$ cat src/rtl/input_debouncer_pkg.sv
// Shared types and constants for the input_debouncer block.
// Optional glitch counter is enabled by defining INPUT_DEBOUNCER_GLITCH_CNT_EN.
package input_debouncer_pkg;

    typedef enum logic [1:0] {
        STABLE_LO = 2'b00,
        QUAL_HI   = 2'b01,
        STABLE_HI = 2'b10,
        QUAL_LO   = 2'b11
    } deb_state_t;

    localparam int unsigned GLITCH_CNT_W = 8;

endpackage : input_debouncer_pkg

$ cat src/rtl/input_debouncer_sync.sv
// sync_ff_chain: generic multi-flop synchronizer for asynchronous single-bit inputs.
// Reusable by any input stage; q is the output of the last flop.
module sync_ff_chain #(
    parameter int unsigned STAGES = 2
) (
    input  logic clk,
    input  logic resetn,
    input  logic d,
    output logic q
);

    logic [STAGES-1:0] sync_r;

    always_ff @(posedge clk or negedge resetn) begin
        if (!resetn) begin
            sync_r <= '0;
        end else begin
            sync_r <= {sync_r[STAGES-2:0], d};
        end
    end

    assign q = sync_r[STAGES-1];

endmodule : sync_ff_chain

$ cat src/rtl/input_debouncer.sv
// input_debouncer: synchronizes and debounces a bouncing asynchronous input.
// Define INPUT_DEBOUNCER_GLITCH_CNT_EN to add the glitch_cnt / glitch_clr ports and counter.
module input_debouncer
    import input_debouncer_pkg::*;
#(
    parameter int unsigned SYNC_STAGES     = 2,
    parameter int unsigned DEBOUNCE_CYCLES = 16,
    parameter int unsigned CNT_W           = 16
) (
    input  logic                    clk,
    input  logic                    resetn,
    input  logic                    data_raw,
    output logic                    data_out,
    output logic                    busy
`ifdef INPUT_DEBOUNCER_GLITCH_CNT_EN
    ,
    output logic [GLITCH_CNT_W-1:0] glitch_cnt,
    input  logic                    glitch_clr
`endif
);

    localparam logic [CNT_W-1:0] CNT_LAST = CNT_W'(DEBOUNCE_CYCLES - 1);

    deb_state_t       state_q, state_d;
    logic [CNT_W-1:0] count_q, count_d;
    logic             sync_q;

    sync_ff_chain #(
        .STAGES (SYNC_STAGES)
    ) u_sync (
        .clk    (clk),
        .resetn (resetn),
        .d      (data_raw),
        .q      (sync_q)
    );

    always_comb begin
        state_d = state_q;
        count_d = count_q;
        case (state_q)
            STABLE_LO: begin
                if (sync_q) begin
                    state_d = QUAL_HI;
                    count_d = '0;
                end
            end
            QUAL_HI: begin
                if (!sync_q) begin
                    state_d = STABLE_LO;
                    count_d = '0;
                end else if (count_q == CNT_LAST) begin
                    state_d = STABLE_HI;
                    count_d = '0;
                end else begin
                    count_d = count_q + CNT_W'(1);
                end
            end
            STABLE_HI: begin
                if (!sync_q) begin
                    state_d = QUAL_LO;
                    count_d = '0;
                end
            end
            QUAL_LO: begin
                if (sync_q) begin
                    state_d = STABLE_HI;
                    count_d = '0;
                end else if (count_q == CNT_LAST) begin
                    state_d = STABLE_LO;
                    count_d = '0;
                end else begin
                    count_d = count_q + CNT_W'(1);
                end
            end
            default: begin
                state_d = STABLE_LO;
                count_d = '0;
            end
        endcase
    end

    // Outputs are decoded from the next state so they are registered yet aligned with state_q.
    always_ff @(posedge clk or negedge resetn) begin
        if (!resetn) begin
            state_q  <= STABLE_LO;
            count_q  <= '0;
            data_out <= 1'b0;
            busy     <= 1'b0;
        end else begin
            state_q  <= state_d;
            count_q  <= count_d;
            data_out <= (state_d == STABLE_HI) || (state_d == QUAL_LO);
            busy     <= (state_d == QUAL_HI) || (state_d == QUAL_LO);
        end
    end

`ifdef INPUT_DEBOUNCER_GLITCH_CNT_EN
    logic glitch_evt;

    assign glitch_evt = ((state_q == QUAL_HI) && !sync_q) ||
                        ((state_q == QUAL_LO) &&  sync_q);

    // Clear takes priority over a coincident glitch; the count saturates at all-ones.
    always_ff @(posedge clk or negedge resetn) begin
        if (!resetn) begin
            glitch_cnt <= '0;
        end else if (glitch_clr) begin
            glitch_cnt <= '0;
        end else if (glitch_evt && (glitch_cnt != '1)) begin
            glitch_cnt <= glitch_cnt + GLITCH_CNT_W'(1);
        end
    end
`endif

endmodule : input_debouncer

$ cat config.mk
export PLATFORM = sky130hd
export DESIGN_NAME = input_debouncer
export DESIGN_NICKNAME = d
export VERILOG_FILES = /design/src/rtl/input_debouncer_pkg.sv /design/src/rtl/input_debouncer_sync.sv /design/src/rtl/input_debouncer.sv
export SDC_FILE = /design/constraint.sdc
export NUM_CORES = 1
export LEC_CHECK = 0
export ABC_AREA = 1
export CELL_PAD_IN_SITES_DETAIL_PLACEMENT = 1
export CELL_PAD_IN_SITES_GLOBAL_PLACEMENT = 1
export CORE_UTILIZATION = 40
export DETAILED_ROUTE_END_ITERATION = 8
export DONT_BUFFER_PORTS = 1
export PLACE_DENSITY_LB_ADDON = 0.1
export SETUP_SLACK_MARGIN = 0.15
export SYNTH_ARGS = -nofsm -noshare
export SYNTH_HDL_FRONTEND = slang
export SYNTH_HIERARCHICAL = 1
export SYNTH_SLANG_ARGS = --single-unit
$ cat constraint.sdc
create_clock -name clk -period 1.7 [get_ports clk]
set_input_delay 0.34 -clock clk [delete_from_list [all_inputs] [get_ports clk]]
set_output_delay 0.34 -clock clk [all_outputs]
set_load 0.05 [all_outputs]
Word level (Yosys, flattened, before mapping)
Index checks and enable logic that the tools add are counted.
- logic and storage cells: 32
- memory bits (writable): 0
- memories kept: 0
- register bits: 22
- ROM bits: 0
- input bits: 3
- output and inout bits: 2
- bits in latches: 0
- shift operators: 0
- reduce and logical (&&, ||, !) cells: 4
- eq/ne operators: 9
- muxes and demuxes: 13
- bitwise operators: 0
- order comparisons: 0
- $add $sub $neg: 1
- div/mod/pow operators: 0
- $mul: 0
- operators with widths (operator ; count):
    $mux W16 ; 5
    $pmux W16 S4 ; 1
    $add A16 B1 Y16 const B ; 1
    $eq A16 B4 Y1 const B ; 1
    $mux W2 ; 6
    $eq A2 B2 Y1 const B ; 4
    $pmux W2 S4 ; 1
    $eq A2 B1 Y1 const B ; 2
    $logic_not A2 Y1 ; 1
    $logic_or A1 B1 Y1 ; 2
    $ne A2 B1 Y1 const B ; 1
    $ne A2 B2 Y1 const B ; 1
    $reduce_and A2 Y1 ; 1

Longest topological paths before layout
Gate-level depths: netlist of the first run.
- depth in word-level cells: 6
- gate-level depth with buffers: 9
- gate-level depth less buffers: 9

Hierarchy
Netlist of the first run, hierarchy kept.
- by module, submodules not included (module ; instances ; area an instance (um2) ; cells each):
    input_debouncer ; 1 ; 1083.5 ; 145
    sync_ff_chain ; 1 ; 50.0 ; 2

Worst setup path before layout of the first run
OpenSTA, ideal clock, no wires.
- path type: register to register
- start point: register count_q[0]
- end point: register data_out
- arrival: 1.233 ns
- setup time: 0.124 ns
- data required time: 1.576 ns
- slack: 0.343 ns
- stages on the path, launching flop included: 7
- cell sequence: dfrtp_1 ha_1 nand3_1 nor2_2 nand2_1 o21ai_1 nand2_1
- longest elaborated chain between the ends: 6
- elaborated cells between the ends (all ways): 9
- those cells by class: 3 x eq/ne; 5 x mux; 1 x reduce/logical
- RTL lines (what ; line ; source):
    from (decl) ; input_debouncer.sv:25 ; logic [CNT_W-1:0] count_q, count_d;
    from (signal assigned) ; input_debouncer.sv:91 ; count_q <= count_d;
    $eq A16 B4 Y1 (*) ; input_debouncer.sv:51, input_debouncer.sv:68 ;
    $mux W2 (on tied branches) ; input_debouncer.sv:68, input_debouncer.sv:51 ;
    $mux W2 (on tied branches) ; input_debouncer.sv:65, input_debouncer.sv:48 ;
    $pmux W2 S4 (*) ; input_debouncer.sv:40 ; case (state_q)
    $eq A2 B2 Y1 ; input_debouncer.sv:92 ; data_out <= (state_d == STABLE_HI) || (state_d == QUAL_LO);
    $logic_or A1 B1 Y1 (*) ; input_debouncer.sv:92 ;
    to (signal assigned) ; input_debouncer.sv:92 ;
    to (decl) ; input_debouncer.sv:13 ; output logic data_out,
Mark *: on every way between the ends. The rest lies on a longest branch, timed or not.
A chain may end at the register's enable or synchronous reset.

Final worst setup path of the first run
- start point: register count_q[1]
- end point: register count_q[5]
- longest elaborated chain between the ends: 4
- elaborated cells between the ends (all ways): 6
- those cells by class: 1 x add/sub; 1 x eq/ne; 4 x mux
- RTL lines (what ; line):
    $add A16 B1 Y16 or $eq A16 B4 Y1 (tied branches) ; --
    $mux W16 (*) ; input_debouncer.sv:51, input_debouncer.sv:68
    $mux W16 (on tied branches) ; input_debouncer.sv:65, input_debouncer.sv:48
    $pmux W16 S4 (*) ; input_debouncer.sv:40
Marked as above.

==> results.py, run 1 <==
metrics = {
    "synthesis": {
        "ys_ff_latch": 21,
        "mappedNetlistNets": 151,
        "yosys_warnings": 6,
        "synthDistinctLibCells": 21,
        "yosysSeqAreaShare_pct": 46.4,
        "netlist_instances": 147,
        "synthesis.area_mm2": 0.00113,
        "avgSynthCellArea_um2": 7.71,
    },
    "die": {
        "die_h_um": 55.2,
        "die_w_um": 55.2,
        "initial_core_util_pct": 44.2,
        "dieArea_mm2": 0.00305,
        "core_mm2": 0.00257,
        "pin_count": 5,
        "fp-row-count": 18,
    },
    "power_and_ir_drop": {
        "power_switching_w": 0.000203,
        "internal-power_w": 0.000618,
        "max-vdd-ir-drop_uv": 514,
        "power_leakage_nw": 0.580,
        "p_seq_share_pct": 62.5,
        "swShare_pct": 24.8,
        "power_density_mw_per_mm2": 650,
        "p_comb_share_pct": 7.3,
        "clock_power_share_pct": 30.2,
    },
    "global_route": {
        "grt_pass1_vias": 1021,
        "grt_max_degree": 22,
        "antenna_found_initial": 0,
        "gr-total-overflow": 0,
        "grt_util_all_layers_pct": 19.6,
        "grt_pass1_wl_mm": 4.62,
    },
    "clock_network": {
        "clock_tree.root_cell": "clkbuf_4",
        "clk_latency_ps": 310,
        "clk_path_buf_depth": 2,
        "cts_inserted_buffers": 3,
        "htree_levels": 1,
        "clock-sinks": 21,
        "clkTransAtPathRegs_ps": 120,
        "cts_tree": "built",
    },
    "critical_path": {
        "reg2reg_to": "count_q[5]$_DFFE_PN0P_",
        "startpoint_type": "register",
        "cp.required_ps": 1900,
        "r2r_cells": 6,
        "r2r_slack_ps": 240,
        "setup.worst_path.class": "register to register",
        "endpoint_kind": "register",
        "cp.arrival_ps": 1670,
        "reg2reg_from": "count_q[1]$_DFFE_PN0P_",
        "cp_max_fo": 6,
    },
    "layout": {
        "diodes": 0,
        "utilization_pct": 49.2,
        "nFillCells": 330,
        "finalNetCount": 161,
        "drive_gt1_share_pct": 14.1,
        "synthToLayoutAreaGrowth_pct": 11.4,
    },
    "timing": {
        "worstMarginPinSlew_ps": 974,
        "min_period_over_period_pct": 86.0,
        "hold_violations": 0,
        "setup_viol": 0,
        "fin_skew_ps": 5.10,
        "relSlewSlack_pct": 34.9,
        "tns_ps": 0,
        "fmax_mhz": 684,
        "slew_viol_final": 0,
        "fin_crit_ps": 1460,
        "rsz0062_at_grt": "true",
    },
    "worst_hold_path": {
        "min_from": "data_raw",
        "hp-class": "input port to register",
        "min_delay_worst_endpoint": "u_sync/sync_r[0]$_DFF_PN0_",
        "hold_depth": 0,
    },
    "drt": {
        "drt_wl_total_mm": 2.78,
        "vias": 987,
        "ant_nets": 0,
        "drc": 0,
        "drt_iter0_drc": 35,
        "detail_route.first_pass.iterations": 4,
        "wl_per_cell_um": 14.9,
        "avgViaCountPerCell": 5.31,
    },
    "outcome": {
        "status": "completed",
    },
    "placement": {
        "port_buffers": 0,
        "finalWeightedCongestion": 0.795,
        "dp_hpwl_mm": 1.99,
    },
    "job": {
        "maxCapViolCount": 0,
    },
}
-- placed cells by master (no fill, tap or decap) --
cell,instances
a21oi_1,3
a21oi_4,1
buf_4,6
clkbuf_1,1
clkbuf_4,3
dfrtp_1,21
dlygate4sd3_1,1
ha_2,1
inv_1,14
inv_2,1
nand2_1,43
nand2_2,3
nand3_1,12
nand3_2,1
nand4_1,3
nor2_1,12
nor2_2,2
nor2_4,3
nor3_1,1
o21ai_0,1
o21ai_1,13
o22ai_1,2
or2_2,1
xnor2_1,1
xor2_1,6
-- timing repair --
item / 4_1_cts / 5_1_grt
hold endpoints to repair: 21 / 0
hold buffers: 1 / 0
pin swaps: 1 / 1
endpoints found under the setup margin: 8 / 17
gates resized for setup: 2 / 4
buffers inserted: 0 / 3
-- final cells by class --
cell class | count | area [um2] | share of cell area [%]
Multi-Input combinational cell | 109 | 562 | 44.5
Tap cell | 30 | 37.5 | 2.97
Inverter | 15 | 56.3 | 4.46
Clock buffer | 4 | 26.3 | 2.08
Timing Repair Buffer | 7 | 55.1 | 4.36
Sequential cell | 21 | 526 | 41.6
-- power groups by stage --
stage	clock network, W	registers (W)	logic [W]
after floorplan	0	0.000527	0.0000236
after global placement	0	0.000524	0.0000400
after detailed placement	0	0.000525	0.0000407
after CTS	0.000264	0.000515	0.0000528
after global routing	0.000278	0.000514	0.0000670
final	0.000248	0.000513	0.0000598
-- through the flow --
stage	setup slack [ps]	hold slack, ps	power [W]	area (um2)	std cells
6_report	238	43.6	0.000821	1260	186
5_1_grt	132	21.0	0.000859	1260	186
4_1_cts	150	25.5	0.000832	1230	183
3_5_place_dp	134	45.0	0.000566	1180	178
3_3_place_gp	202	45.0	0.000564	1180	178
2_1_floorplan	343	44.4	0.000551	1130	147
-- worst max-delay path, cell delays in order (launching register included) --
cell and delay, ps:
dfrtp_1 380, ha_2 210, nand3_1 160, nor2_4 200, nand2_1 130, nand2_2 160
o22ai_1 110
-- per-layer routing --
layer  vias to the layer above  wire length [um]  global-route usage [%]
li1                        488                 -                       -
met4                         0                54                    10.7
met5                         -                 0                       0
met3                         5                40                    2.11
met1                       486              1290                    25.7
met2                         8              1390                    31.8
-- synth_stat cells --
library cell | count | area (um2)
xor2_1 | 6 | 52.6
inv_2 | 1 | 3.75
or2_2 | 1 | 6.26
nand4_1 | 3 | 18.8
o21ai_1 | 12 | 60.1
nand2_1 | 43 | 161
a21oi_4 | 1 | 16.3
nand2_2 | 3 | 18.8
nor2_4 | 1 | 11.3
o21ai_0 | 2 | 10.0
nand3_1 | 13 | 65.1
o22ai_1 | 2 | 12.5
ha_1 | 1 | 12.5
nor3_1 | 1 | 5.00
nor2_1 | 13 | 48.8
inv_1 | 14 | 52.6
dfrtp_1 | 21 | 526
nor2_2 | 3 | 18.8
buf_2 | 2 | 10.0
a21oi_1 | 3 | 15.0
xnor2_1 | 1 | 8.76
-- worst max-delay path by stage --
stage	from	endpoint	slack (ps)	cells after the start
floorplan	count_q[0]$_DFFE_PN0P_	data_out$_DFF_PN0_	340	6
global placement	count_q[0]$_DFFE_PN0P_	count_q[5]$_DFFE_PN0P_	200	6
detailed placement	count_q[0]$_DFFE_PN0P_	count_q[5]$_DFFE_PN0P_	130	6
CTS	count_q[0]$_DFFE_PN0P_	count_q[5]$_DFFE_PN0P_	150	6
global route	state_q[1]$_DFF_PN0_	count_q[13]$_DFFE_PN0P_	130	5
finish	count_q[1]$_DFFE_PN0P_	count_q[5]$_DFFE_PN0P_	240	6
-- state kept, by name (all words and copies together), names as in the netlist --
register,count
count_q,16
u_sync/sync_r,2
busy,1
data_out,1
state_q,1
-- logic make-up after synthesis --
group | count (synthesis) | synth area share (%)
and+or+nand+nor | 81 | 31.2
DFF | 21 | 46.4
AOI/OAI and AO/OA | 20 | 10.0
buffers and inverters | 17 | 5.85
xor gates and xnor gates | 7 | 5.41
adders and majority gates | 1 | 1.10
No activity file was read; power rests on OpenSTA's default activity.
==> run 2, diff against run 1 <==
--- a/config.mk
+++ b/config.mk
@@ -8,9 +8,11 @@
 export ABC_AREA = 1
 export CELL_PAD_IN_SITES_DETAIL_PLACEMENT = 1
 export CELL_PAD_IN_SITES_GLOBAL_PLACEMENT = 1
+export CORE_MARGIN = 3
 export CORE_UTILIZATION = 40
 export DETAILED_ROUTE_END_ITERATION = 8
 export DONT_BUFFER_PORTS = 1
+export GPL_TIMING_DRIVEN = 0
 export PLACE_DENSITY_LB_ADDON = 0.1
 export SETUP_SLACK_MARGIN = 0.15
 export SYNTH_ARGS = -nofsm -noshare
==> results.py, run 2 (synthesized netlist as in run 1, its figures left out) <==
metrics = {
    "drt": {
        "ant_nets": 0,
        "detail_route.first_pass.iterations": 2,
        "vias": 964,
        "drt_wl_total_mm": 2.68,
        "avgViaCountPerCell": 5.16,
        "wl_per_cell_um": 14.4,
        "drc": 0,
        "drt_iter0_drc": 39,
    },
    "power_and_ir_drop": {
        "internal-power_w": 0.000616,
        "p_comb_share_pct": 7.1,
        "clock_power_share_pct": 29.6,
        "power_leakage_nw": 0.592,
        "power_switching_w": 0.000203,
        "max-vdd-ir-drop_uv": 589,
        "p_seq_share_pct": 63.3,
        "power_density_mw_per_mm2": 638,
        "swShare_pct": 24.8,
    },
    "clock_network": {
        "clock_tree.root_cell": "clkbuf_4",
        "cts_inserted_buffers": 3,
        "htree_levels": 1,
        "clkTransAtPathRegs_ps": 120,
        "clk_path_buf_depth": 2,
        "cts_tree": "built",
        "clock-sinks": 21,
        "clk_latency_ps": 300,
    },
    "layout": {
        "drive_gt1_share_pct": 16.6,
        "synthToLayoutAreaGrowth_pct": 13.1,
        "utilization_pct": 49.5,
        "final_cell_mix": "nand2_1, dfrtp_1, inv_1",
        "final_common_cell": "nand2_1",
        "largest_reg_flops": 16,
        "finalNetCount": 162,
        "regMostFlops": "count_q",
        "diodes": 0,
        "nFillCells": 321,
        "top_regs": "count_q: 16 flops, u_sync/sync_r: 2 flops",
    },
    "timing": {
        "fmax_mhz": 675,
        "fin_crit_ps": 1480,
        "tns_ps": 0,
        "slew_viol_final": 0,
        "hold_violations": 0,
        "setup_viol": 0,
        "fin_skew_ps": 4.65,
        "worstMarginPinSlew_ps": 985,
        "min_period_over_period_pct": 87.2,
        "rsz0062_at_grt": "true",
        "relSlewSlack_pct": 34.1,
    },
    "global_route": {
        "gr-total-overflow": 0,
        "grt_pass1_wl_mm": 4.81,
        "grt_pass1_vias": 1042,
        "grt_max_degree": 22,
        "antenna_found_initial": 0,
        "grt_util_all_layers_pct": 18.0,
    },
    "critical_path": {
        "crit_path_top_delay_cell": "dfrtp_1",
        "slowest_delay_ps": 400,
        "cp_max_fo": 5,
        "reg2reg_from": "count_q[1]$_DFFE_PN0P_",
        "worstSetupStartpoint": "count_q[1]$_DFFE_PN0P_",
        "setup.worst_path.class": "register to register",
        "endpoint_kind": "register",
        "cp.required_ps": 1910,
        "cp.arrival_ps": 1690,
        "startpoint_type": "register",
        "path_cells": "ha_2 -> nand2_1 -> nor2_2 -> nand3_2 -> nor2_4 -> nand3_1 -> nand3_1 -> nand2_1",
        "crit_buf_inv": 0,
        "path_delay_family": "simple AND/OR/NAND/NOR gates",
    },
    "placement": {
        "finalWeightedCongestion": 0.729,
        "port_buffers": 0,
        "dp_hpwl_mm": 1.89,
    },
    "die": {
        "initial_core_util_pct": 43.8,
        "die_h_um": 59.2,
        "core_mm2": 0.00259,
        "die_w_um": 59.2,
        "dieArea_mm2": 0.00351,
        "fp-row-count": 18,
        "pin_count": 5,
    },
    "job": {
        "maxCapViolCount": 0,
    },
    "outcome": {
        "status": "completed",
    },
    "worst_hold_path": {
        "min_from": "data_raw",
        "hp-class": "input port to register",
    },
}
-- run 2: layout make-up --
type	instances	area (um2)	area share (%)
repair buffers	6	60.1	4.68
plain buffers	2	10.0	0.780
inverters	15	56.3	4.39
well taps	30	37.5	2.93
flip-flops and latches	21	527	41.1
multi-input cells	109	564	44.0
clock buffers	3	22.5	1.76
clock inverters	1	5.00	0.390
-- run 2: repair_timing --
action,4_1_cts,5_1_grt
hold buffers,1,0
setup endpoints to repair,12,16
buffers inserted,3,2
pin swaps,1,2
endpoints found under the hold margin,21,0
resized for setup,3,4
-- run 2: stage by stage --
stage	power, W	worst slack [ps]	cells	area, um2	hold WS [ps]
CTS	0.000833	175	185	1260	37.7
global route	0.000859	96.7	187	1280	22.1
global placement	0.000560	147	177	1170	45.1
finish	0.000819	218	187	1280	49.5
floorplan	0.000551	343	147	1130	44.4
detailed placement	0.000562	99.7	177	1170	45.0
-- run 2: final timing paths --
kind	end	slack, ps	depth (start not counted)
setup / recovery	count_q[14]$_DFFE_PN0P_	220	8
hold reg to reg	u_sync/sync_r[1]$_DFF_PN0_	370	0
setup reg to reg	count_q[14]$_DFFE_PN0P_	220	8
max in group asynchronous	count_q[10]$_DFFE_PN0P_	410	1
hold / removal	u_sync/sync_r[0]$_DFF_PN0_	50	0
min in group asynchronous	count_q[11]$_DFFE_PN0P_	630	1
-- run 2: power groups by stage --
stage,sequential [W],clock (W),combinational (W)
after CTS,0.000518,0.000259,0.0000561
after global routing,0.000519,0.000275,0.0000646
after floorplan,0.000527,0,0.0000236
after global placement,0.000529,0,0.0000309
final,0.000518,0.000243,0.0000581
after detailed placement,0.000529,0,0.0000323
-- run 2: per-layer routing --
layer	track usage [%]	share of wire, %	routed length (um)
met5	0	0	0
met4	5.83	0.52	14
met3	2.18	1.8	48
met2	30.6	50	1340
met1	23.7	48	1280
==> run 3, diff against run 2 <==
--- a/config.mk
+++ b/config.mk
@@ -9,7 +9,8 @@
 export CELL_PAD_IN_SITES_DETAIL_PLACEMENT = 1
 export CELL_PAD_IN_SITES_GLOBAL_PLACEMENT = 1
 export CORE_MARGIN = 3
-export CORE_UTILIZATION = 40
+export CORE_UTILIZATION = 45
+export CTS_CLUSTER_DIAMETER = 200
 export DETAILED_ROUTE_END_ITERATION = 8
 export DONT_BUFFER_PORTS = 1
 export GPL_TIMING_DRIVEN = 0
==> results.py, run 3 (synthesized netlist as in run 1, its figures left out) <==
metrics = {
    "power_and_ir_drop": {
        "power_leakage_nw": 0.581,
        "swShare_pct": 26.7,
        "power_switching_w": 0.000223,
        "p_seq_share_pct": 62.2,
        "internal-power_w": 0.000614,
        "clock_power_share_pct": 31.2,
        "max-vdd-ir-drop_uv": 536,
        "power_density_mw_per_mm2": 657,
        "p_comb_share_pct": 6.6,
    },
    "job": {
        "maxCapViolCount": 0,
    },
    "outcome": {
        "status": "completed",
    },
    "critical_path": {
        "startpoint_type": "register",
        "cp.arrival_ps": 1680,
        "cp.required_ps": 1900,
        "path_cells": "ha_4 -> nand3_1 -> nor2_4 -> nand2_1 -> nand2_2 -> o22ai_1",
        "endpoint_kind": "register",
        "crit_path_top_delay_cell": "dfrtp_1",
        "r2r_slack_ps": 220,
        "cp_max_fo": 6,
        "slowest_delay_ps": 450,
        "setup.worst_path.class": "register to register",
    },
    "clock_network": {
        "clock_tree.root_cell": "clkbuf_4",
        "clkTransAtPathRegs_ps": 140,
        "cts_inserted_buffers": 3,
        "clk_latency_ps": 320,
        "clock-sinks": 21,
        "cts_tree": "built",
        "htree_levels": 1,
        "clk_path_buf_depth": 2,
    },
    "global_route": {
        "antenna_found_initial": 0,
        "gr-total-overflow": 0,
        "grt_pass1_vias": 1018,
        "grt_max_degree": 22,
        "grt_pass1_wl_mm": 4.60,
        "grt_util_all_layers_pct": 18.2,
    },
    "die": {
        "core_mm2": 0.00230,
        "die_h_um": 56.2,
        "fp-row-count": 17,
        "pin_count": 5,
        "dieArea_mm2": 0.00316,
        "initial_core_util_pct": 49.3,
        "die_w_um": 56.2,
    },
    "drt": {
        "drt_wl_total_mm": 2.76,
        "detail_route.first_pass.iterations": 4,
        "vias": 986,
        "avgViaCountPerCell": 5.39,
        "ant_nets": 0,
        "drc": 0,
        "wl_per_cell_um": 15.1,
        "drt_iter0_drc": 23,
    },
    "timing": {
        "setup_viol": 0,
        "rsz0062_at_grt": "true",
        "hold_violations": 0,
        "fin_skew_ps": 12.7,
        "fin_crit_ps": 1480,
        "relSlewSlack_pct": 33.4,
        "worstMarginPinSlew_ps": 996,
        "tns_ps": 0,
        "fmax_mhz": 676,
        "slew_viol_final": 0,
        "min_period_over_period_pct": 87.0,
    },
    "layout": {
        "drive_gt1_share_pct": 15.5,
        "final_cell_mix": "nand2_1, dfrtp_1, inv_1",
        "top_regs": "count_q: 16 flops, u_sync/sync_r: 2 flops",
        "finalNetCount": 160,
        "design_area_mm2": 0.00127,
        "synthToLayoutAreaGrowth_pct": 12.5,
        "regMostFlops": "count_q",
        "diodes": 0,
        "final_common_cell": "nand2_1",
        "largest_reg_flops": 16,
    },
    "worst_hold_path": {
        "hp-class": "input port to register",
    },
    "placement": {
        "finalWeightedCongestion": 0.748,
        "place_area_mm2": 0.00117,
        "port_buffers": 0,
        "dp_hpwl_mm": 1.89,
    },
}
## run 3: cell types whose count changed in the layout (fill, tap and decap cells not counted)
cell,delta
buf_4,-2
ha_2,-1
ha_4,+1
## run 3: worst max-delay path: cells and delay by family (launching register included)
| family | cells | cell delay [ps] |
|---|---|---|
| AND/OR/NAND/NOR | 4 | 680 |
| adder cells (fa/ha/maj) | 1 | 170 |
| AO/OA/AOI/OAI | 1 | 100 |
| flip-flops | 1 | 450 |
## run 3: repair_timing
item                       in CTS  in global routing
hold buffers                    1                  0
gates resized for setup         2                  6
buffers inserted                1                  2
setup endpoints to repair       5                 15
hold endpoints to repair       21                  0
pin swaps                       0                  2
## run 3: per-stage QoR
step	instances	hold WS, ps	util, %	total power [W]	setup slack (ps)
after detailed placement	175	45.0	50.9	0.000561	44.2
after floorplan	147	44.4	-	0.000551	343
final	183	30.1	55.5	0.000838	222
after global routing	183	4.81	55.5	0.000872	110
after CTS	181	30.8	53.3	0.000828	166
after global placement	175	45.0	50.9	0.000559	146
## run 3: layout make-up
class | count | area, um2
Buffer | 2 | 10.0
Clock buffer | 3 | 22.5
Clock inverter | 1 | 5.00
Fill cell | 307 | 1020
Inverter | 15 | 56.3
Multi-Input combinational cell | 109 | 574
Sequential cell | 21 | 527
Tap cell | 28 | 35.0
Timing Repair Buffer | 4 | 45.0
## run 3: layer usage
metal	vias up	routed length [um]	GRT usage, %
met3	0	36	2.32
met1	495	1320	23.4
met4	0	0	4.07
met5	-	0	0
li1	486	-	-
met2	5	1400	32.4
## run 3: worst paths after layout
kind | start | end | cells after the start
setup / recovery | count_q[1]$_DFFE_PN0P_ | count_q[5]$_DFFE_PN0P_ | 6
hold / removal | data_raw | u_sync/sync_r[0]$_DFF_PN0_ | 0
setup reg to reg | count_q[1]$_DFFE_PN0P_ | count_q[5]$_DFFE_PN0P_ | 6
hold reg to reg | u_sync/sync_r[0]$_DFF_PN0_ | u_sync/sync_r[1]$_DFF_PN0_ | 0
max in group asynchronous | resetn | busy$_DFF_PN0_ | 1
min in group asynchronous | resetn | count_q[13]$_DFFE_PN0P_ | 1
## run 3: power by group through the flow
stage                      logic, W  registers, W  clock network, W
final                     0.0000550      0.000521          0.000262
after global routing      0.0000631      0.000522          0.000286
after CTS                 0.0000481      0.000518          0.000261
after detailed placement  0.0000318      0.000529                 0
after global placement    0.0000307      0.000529                 0
after floorplan           0.0000236      0.000527                 0
